**src/rtl/tdm_pkg.sv**
```systemverilog
// Shared types and helpers for the TDM frame sequencer.
package tdm_pkg;

  typedef enum logic [1:0] {
    IDLE = 2'd0,
    SCAN = 2'd1,
    DONE = 2'd2
  } state_t;

  localparam int NCH   = 4;
  localparam int SEL_W = 2;

  // One-hot slot enable, the same decode a 1:4 demux applies to its select.
  function automatic logic [NCH-1:0] slot_onehot(input logic [SEL_W-1:0] sel);
    slot_onehot = 4'b0001 << sel;
  endfunction

endpackage

```
**src/rtl/tdm_sel_counter.sv**
```systemverilog
// Two-bit channel select counter with clear priority and a last-channel flag.
module tdm_sel_counter
  import tdm_pkg::*;
(
  input  logic             clk,
  input  logic             rst_n,
  input  logic             clr,
  input  logic             en,
  output logic [SEL_W-1:0] sel,
  output logic             last
);

  logic [SEL_W-1:0] sel_r;

  // Select register; wraps 3 -> 0 so it is already back at 0 on frame end.
  always_ff @(posedge clk or negedge rst_n) begin
    if (!rst_n) begin
      sel_r <= 2'd0;
    end else if (clr) begin
      sel_r <= 2'd0;
    end else if (en) begin
      sel_r <= sel_r + 2'd1;
    end else begin
      sel_r <= sel_r;
    end
  end

  assign sel  = sel_r;
  assign last = (sel_r == 2'd3);

endmodule

```
**src/rtl/tdm_frame_sequencer.sv**
```systemverilog
// Snapshots four channel words and scans them onto a serial bus, one per cycle,
// writing each bus word back into its receive slot to form one TDM frame.
module tdm_frame_sequencer #(
  parameter int DATA_W = 8,
  parameter int NCH    = 4
) (
  input  logic                clk,
  input  logic                rst_n,
  input  logic                start_i,
  input  logic                hold_i,
  input  logic [NCH*DATA_W-1:0] ch_i,
  output logic [1:0]          sel_o,
  output logic [DATA_W-1:0]   bus_o,
  output logic                bus_vld_o,
  output logic [NCH*DATA_W-1:0] rx_o,
  output logic                busy_o,
  output logic                done_o
);

  import tdm_pkg::state_t;
  import tdm_pkg::IDLE;
  import tdm_pkg::SCAN;
  import tdm_pkg::DONE;
  import tdm_pkg::SEL_W;
  import tdm_pkg::slot_onehot;

  if (NCH != tdm_pkg::NCH) begin : g_nch_check
    $error("tdm_frame_sequencer: NCH must be 4 (2-bit select)");
  end

  state_t                  state_r, state_nxt;
  logic [NCH*DATA_W-1:0]   snap_r, snap_nxt;
  logic [NCH*DATA_W-1:0]   rx_r, rx_nxt;
  logic [DATA_W-1:0]       bus_r, bus_nxt;
  logic                    busy_r, done_r;
  logic [SEL_W-1:0]        sel, sel_nxt;
  logic                    last, cnt_clr, cnt_en, load;
  logic [NCH-1:0]          rx_we;

  tdm_sel_counter u_sel_counter (
    .clk   (clk),
    .rst_n (rst_n),
    .clr   (cnt_clr),
    .en    (cnt_en),
    .sel   (sel),
    .last  (last)
  );

  // Next-state, demux write decode and next output values.
  always_comb begin
    state_nxt = state_r;
    load      = 1'b0;
    cnt_en    = 1'b0;
    rx_we     = '0;
    case (state_r)
      IDLE: begin
        if (start_i) begin
          load      = 1'b1;
          state_nxt = SCAN;
        end else begin
          state_nxt = IDLE;
        end
      end
      SCAN: begin
        if (!hold_i) begin
          cnt_en = 1'b1;
          rx_we  = slot_onehot(sel);
          if (last) begin
            state_nxt = DONE;
          end else begin
            state_nxt = SCAN;
          end
        end else begin
          state_nxt = SCAN;
        end
      end
      DONE: begin
        if (start_i) begin
          load      = 1'b1;
          state_nxt = SCAN;
        end else begin
          state_nxt = IDLE;
        end
      end
      default: begin
        state_nxt = IDLE;
      end
    endcase

    cnt_clr = (state_r != SCAN);
    if (cnt_en) begin
      sel_nxt = sel + 2'd1;
    end else if (cnt_clr) begin
      sel_nxt = 2'd0;
    end else begin
      sel_nxt = sel;
    end

    snap_nxt = load ? ch_i : snap_r;

    rx_nxt = rx_r;
    for (int k = 0; k < NCH; k++) begin
      if (rx_we[k]) begin
        rx_nxt[k*DATA_W +: DATA_W] = snap_r[k*DATA_W +: DATA_W];
      end else begin
        rx_nxt[k*DATA_W +: DATA_W] = rx_r[k*DATA_W +: DATA_W];
      end
    end

    // Bus is registered, so it looks ahead at the snapshot it will present next.
    if (state_nxt == SCAN) begin
      bus_nxt = snap_nxt[int'(sel_nxt)*DATA_W +: DATA_W];
    end else begin
      bus_nxt = '0;
    end
  end

  // State, snapshot, receive slots and registered outputs.
  always_ff @(posedge clk or negedge rst_n) begin
    if (!rst_n) begin
      state_r <= IDLE;
      snap_r  <= '0;
      rx_r    <= '0;
      bus_r   <= '0;
      busy_r  <= 1'b0;
      done_r  <= 1'b0;
    end else begin
      state_r <= state_nxt;
      snap_r  <= snap_nxt;
      rx_r    <= rx_nxt;
      bus_r   <= bus_nxt;
      busy_r  <= (state_nxt == SCAN);
      done_r  <= (state_nxt == DONE);
    end
  end

  assign sel_o  = sel;
  assign bus_o  = bus_r;
  assign rx_o   = rx_r;
  assign busy_o = busy_r;
  assign done_o = done_r;
  // Valid flags the current word as consumed this cycle, so it tracks hold_i directly.
  assign bus_vld_o = busy_r & ~hold_i;

endmodule

```
**config.mk**
```make
export PLATFORM = sky130hd
export DESIGN_NAME = tdm_frame_sequencer
export DESIGN_NICKNAME = d
export VERILOG_FILES = /design/src/rtl/tdm_pkg.sv /design/src/rtl/tdm_sel_counter.sv /design/src/rtl/tdm_frame_sequencer.sv
export SDC_FILE = /design/constraint.sdc
export NUM_CORES = 1
export LEC_CHECK = 0
export ABC_AREA = 1
export CAP_MARGIN = 20
export CELL_PAD_IN_SITES_DETAIL_PLACEMENT = 2
export CELL_PAD_IN_SITES_GLOBAL_PLACEMENT = 2
export CORE_ASPECT_RATIO = 0.8
export CORE_MARGIN = 1.5
export CORE_UTILIZATION = 31
export CTS_BUF_LIST = sky130_fd_sc_hd__clkbuf_8 sky130_fd_sc_hd__clkbuf_16
export CTS_CLUSTER_DIAMETER = 120
export DETAILED_ROUTE_END_ITERATION = 10
export PLACE_DENSITY_LB_ADDON = 0.1
export SYNTH_ARGS = -nofsm -noshare
export SYNTH_HDL_FRONTEND = slang
export SYNTH_SLANG_ARGS = --single-unit
```
**constraint.sdc**
```tcl
create_clock -name clk -period 2.8 [get_ports clk]
set_input_delay 0.56 -clock clk [delete_from_list [all_inputs] [get_ports clk]]
set_output_delay 0.56 -clock clk [all_outputs]
set_load 0.02 [all_outputs]
```
==> metrics, run 1 <==
status=completed; vias in the first global route=3287; post-detail-place hpwl=7090 um; I/O Pins=81; r2r worst-path depth=7; critical-path cell list=clkdlybuf4s50_1 > nor2_1 > clkdlybuf4s50_1; deepest clock path buffer count=2; TritonCTS buffer count=9; first-pass GRT wire length=16500 um; Synth Net Count=459; setup TNS=0 ns; sequential area share after synthesis=0.558; Max VDD drop=0.402 mV; maximum clock frequency=0.443 GHz; Post-synth EDFFs=0; R2R Setup Slk=1.01 ns; crit-path max FO=2; routed via count=2903; count leader, synth=nand2_1; Final WS setup=0.540 ns; TritonCTS clock tree=done; CP max stage delay=0.60 ns; drt pass-1 iters=4; post-synth cell types=22; buffer count from post-CTS setup fixing=0; pre-CTS setup slack=0.540 ns; Initial Util=0.320; slew margin rel.=0.662; Iter 0 DRT Violations=102; aggregate global-route resource usage=0.181; max-cap violations=0; Die Area=11900 um2; fraction of layout cells with a size suffix above 1=0.0772; # hold bufs at CTS=0; RSZ-0062 raised after global routing=false; Core Rows=34; synthesized flop and latch total=78; IO buf count=80; width of the die=122 um; Placed Cells=634; Final setup viols=0; Resize count post-CTS=0; critical path startpoint category=primary input; n_diodes=0; Overflow after GRT=0; commonest register cell after synthesis=dfrtp_1; Final Max Tran Viols=0; pin count of the biggest net entering global routing=79; Syn Inst Count=419; syn_area_per_cell=8.35 um2; Routed WL=9860 um; Async S/R FF share, synth=1.00; r2r startpoint=state_r[0]$_DFF_PN0_; Clock transition at path regs=0.06 ns; FF-to-FF End=bus_o[4]$_DFF_PN0_; Final Hold Vio Count=0; Crit Path Category=in2out; required time worst endpoint=2.24 ns; count of buffer and inverter cells on the critical path=2; yosys warns=0; Leak=2.45 nW; root buffer cell=clkbuf_16; arrival time of the worst setup path=1.70 ns; per-cell routed wire length=15.2 um; final worst path period need=2.26 ns; fin crit share=0.807; top cell type's share of synthesized area=0.558; remaining antenna violation count=0; area leader, netlist=dfrtp_1; DRC violations left=0; fillers=1247; crit path max-delay cell type=clkdlybuf4s50_1; PD cells=1220 nW/um2; clk sink count=78; cell family with most CP delay=buffers and inverters; critical path depth=3; Die Y=98 um; Slew @ Worst Pin=0.506 ns; Core Area=10900 um2; H-tree Lvls=3; Commonest cells post-synth=nand2_1 (135), inv_1 (89), dfrtp_1 (78); Worst-Skew Late Latency=0.34 ns; Non-Filler Instances=649; post-synthesis cell area=3500 um2; P&R area growth vs syn=34.2%; gpl congestion=0.771; worst hold path type=in2async; Synth area leaders=dfrtp_1 (56%), nand2_1 (14%), inv_1 (9.6%); Final nets=541; Vias/cell=4.47; most frequent CP cell=clkdlybuf4s50_1; initial antenna violation count=0; worst clock skew=0.00693 ns; Critical Path Sink Type=output port
## how the worst max path moves through the flow
| stage | start | slack [ns] | endpoint |
|---|---|---|---|
| floorplan | u_sel_counter.sel[0]$_DFFE_PN0P_ | 1.25 | bus_o[7]$_DFF_PN0_ |
| global placement | hold_i | 0.55 | bus_vld_o |
| detailed placement | hold_i | 0.54 | bus_vld_o |
| CTS | hold_i | 0.53 | bus_vld_o |
| global route | hold_i | 0.52 | bus_vld_o |
| finish | hold_i | 0.54 | bus_vld_o |
## placed cells by master, fill, tap and decap left out, types with 2 or more instances in the layout
master / n
nand2_1: 135
inv_1: 92
clkdlybuf4s50_1: 79
dfrtp_1: 78
o21ai_1: 38
nand3_1: 22
clkbuf_16: 9
nand2_2: 8
a21oi_1: 7
nor2_1: 6
inv_2: 4
ha_1: 4
nor2_4: 3
nand2_4: 3
o21ai_0: 3
buf_4: 3
nor2_2: 2
clkinv_2: 2
clkbuf_8: 2
## sequential cells by signal, summed over array words and instances, names as in the netlist
| name | cells |
|---|---|
| rx_o | 32 |
| snap_r | 32 |
| bus_o | 8 |
| state_r | 2 |
| u_sel_counter.sel | 2 |
| busy_o | 1 |
| done_o | 1 |
## stage by stage
stage,util,hold slack [ns],area [um2],power [mW]
5_1_grt,0.429,0.286,4690,6.17
3_3_place_gp,0.405,0.458,4430,4.58
6_report,0.429,0.242,4690,5.71
2_1_floorplan,-,0.264,3500,3.54
4_1_cts,0.429,0.272,4690,5.81
3_5_place_dp,0.405,0.462,4430,4.68
## area by class of cell
cell class / count / area [um2] / area share
clock buffers: 11 / 253 / 0.0538
flip-flops and latches: 78 / 1950 / 0.416
multi-input cells: 235 / 1110 / 0.236
repair buffers: 83 / 833 / 0.178
inverters: 94 / 354 / 0.0754
clock inverters: 4 / 16.3 / 0.00346
well taps: 144 / 180 / 0.0384
## power by group
group | switching [mW] | leakage (nW) | internal (mW)
Combinational | 1.64 | 1.39 | 1.06
Sequential | 0.273 | 0.916 | 1.67
Clock | 0.441 | 0.145 | 0.633
## metal layers
layer / track usage / part of all wire / vias up
met5: 0 / 0 / -
met1: 0.238 / 0.46 / 1431
met3: 0.0444 / 0.034 / 10
met2: 0.296 / 0.49 / 55
met4: 0.0489 / 0.014 / 0
li1: - / - / 1407
## cells by family after synthesis
group | after synthesis | synth area share
AO/OA/AOI/OAI | 50 | 0.0755
adder cells (fa/ha/maj) | 4 | 0.0143
buffers and inverters | 106 | 0.126
flip-flops | 78 | 0.558
multiplexers | 1 | 0.00322
AND/OR/NAND/NOR | 180 | 0.223
(Power assumes the default switching activity.)
==> run 2, diff against run 1 <==
--- a/config.mk
+++ b/config.mk
@@ -11,7 +11,7 @@
 export CELL_PAD_IN_SITES_GLOBAL_PLACEMENT = 2
 export CORE_ASPECT_RATIO = 0.8
 export CORE_MARGIN = 1.5
-export CORE_UTILIZATION = 31
+export CORE_UTILIZATION = 29
 export CTS_BUF_LIST = sky130_fd_sc_hd__clkbuf_8 sky130_fd_sc_hd__clkbuf_16
 export CTS_CLUSTER_DIAMETER = 120
 export DETAILED_ROUTE_END_ITERATION = 10
==> constraint.sdc (replaced) <==
create_clock -name clk -period 2.15 [get_ports clk]
set_input_delay 0.43 -clock clk [delete_from_list [all_inputs] [get_ports clk]]
set_output_delay 0.43 -clock clk [all_outputs]
set_load 0.02 [all_outputs]
==> run 2 against run 1 <==
Net effect: the flow now finishes with violations (design-rule violations); die area up 6.7%; combinational power is 36% higher; global-route usage is 0.76 points lower; wire length up 4.4%; critical path depth is the same; worst hold slack got worse by 0.16 ns; critical path type unchanged; largest cell class unchanged.
==> metrics, run 2 (synthesized netlist as in run 1, its figures left out) <==
most common cell after layout, fill and taps aside=nand2_1; commonest cells after routing, fill and taps aside=nand2_1 (135), inv_1 (89), clkdlybuf4s50_1 (79); remaining antenna violation count=0; first-pass GRT wire length=16900 um; Core Area=11600 um2; # hold bufs at CTS=0; n_diodes=0; FF-to-FF End=bus_o[2]$_DFF_PN0_; Final nets=547; buffer count from post-CTS setup fixing=0; Max VDD drop=0.495 mV; Core Rows=35; Overflow after GRT=0; status=finished with violations; slew margin rel.=0.695; IO buf count=80; crit-path max FO=2; Die Area=12700 um2; I/O Pins=81; R2R Setup Slk=0.39 ns; Crit Path Category=in2out; Psw=3.16 mW; arrival time of the worst setup path=1.57 ns; Slew @ Worst Pin=0.458 ns; Leak=2.49 nW; setup TNS=0 ns; clock share of power=0.197; final worst path period need=2.00 ns; r2r worst-path depth=8; gpl congestion=0.761; post-route cell area=4800 um2; Routed WL=10300 um; fraction of layout cells with a size suffix above 1=0.0957; Iter 0 DRT Violations=105; width of the die=126 um; required time worst endpoint=1.72 ns; DP Area=4510 um2; Critical Path Sink Type=output port; initial antenna violation count=0; Placed Cells=644; Initial Util=0.300; drt pass-1 iters=9; fin crit share=0.932; Resize count post-CTS=0; Clock transition at path regs=0.06 ns; Final Hold Vio Count=0; Die Y=101 um; maximum clock frequency=0.499 GHz; Fin Hold WS=0.0856 ns; routed via count=2953; TritonCTS buffer count=9; max-cap violations=0; P_int=4.53 mW; Final Max Tran Viols=0; critical path startpoint category=primary input; worst hold path type=in2async; DRC violations left=3; Final setup viols=0; Worst-Skew Late Latency=0.34 ns; aggregate global-route resource usage=0.173; Sw Ratio=0.411; H-tree Lvls=3; pin count of the biggest net entering global routing=79; Vias/cell=4.47; Final Core Density=0.412; RSZ-0062 raised after global routing=false; sequential share of power=0.328; worst clock skew=0.00656 ns; Logic pwr share=0.475; PD cells=1600 nW/um2; failing checks=design-rule violations; Non-Filler Instances=660; clk sink count=78; deepest clock path buffer count=2; per-cell routed wire length=15.6 um; vias in the first global route=3251; P&R area growth vs syn=37.4%; root buffer cell=clkbuf_16; TritonCTS clock tree=done; r2r startpoint=u_sel_counter.sel[0]$_DFFE_PN0P_; post-detail-place hpwl=7540 um
run 2: cell type report:
cell class	count	area, um2
clock inverter	7	65.1
tap	148	185
sequential	78	1950
multi-input combinational	235	1110
fill	1302	6850
inverter	94	354
clock buffer	9	225
timing repair buffer	89	916
run 2: layer usage:
metal,GRT usage,routed length [um],up-vias
met3,0.0375,359,11
met2,0.295,4880,58
li1,-,-,1420
met4,0.0531,125,0
met5,0,0,-
met1,0.223,4930,1464
run 2: how the worst max path moves through the flow:
stage	slack, ns	from	endpoint	depth (start not counted)
final	0.15	hold_i	bus_vld_o	3
after global routing	0.09	hold_i	bus_vld_o	3
after floorplan	0.60	u_sel_counter.sel[0]$_DFFE_PN0P_	bus_o[7]$_DFF_PN0_	9
after CTS	0.13	hold_i	bus_vld_o	3
after global placement	0.14	start_i	bus_o[0]$_DFF_PN0_	9
after detailed placement	0.07	start_i	bus_o[7]$_DFF_PN0_	9
run 2: metrics by stage:
step | setup slack (ns) | power, mW
6_report | 0.147 | 7.69
4_1_cts | 0.131 | 7.83
3_5_place_dp | 0.0666 | 6.23
3_3_place_gp | 0.141 | 6.11
5_1_grt | 0.0863 | 8.28
2_1_floorplan | 0.602 | 4.61
run 2: worst max-delay path, cell delays in order:
cell and delay, ns:
clkdlybuf4s50_1 0.43, nor2_1 0.11, clkdlybuf4s50_1 0.60
run 2: power groups by stage:
stage	clock network, mW	logic, mW	registers (mW)
2_1_floorplan	0	1.66	2.95
3_3_place_gp	0	3.58	2.53
3_5_place_dp	0	3.68	2.56
4_1_cts	1.56	3.73	2.54
5_1_grt	1.60	4.08	2.61
6_report	1.51	3.65	2.52
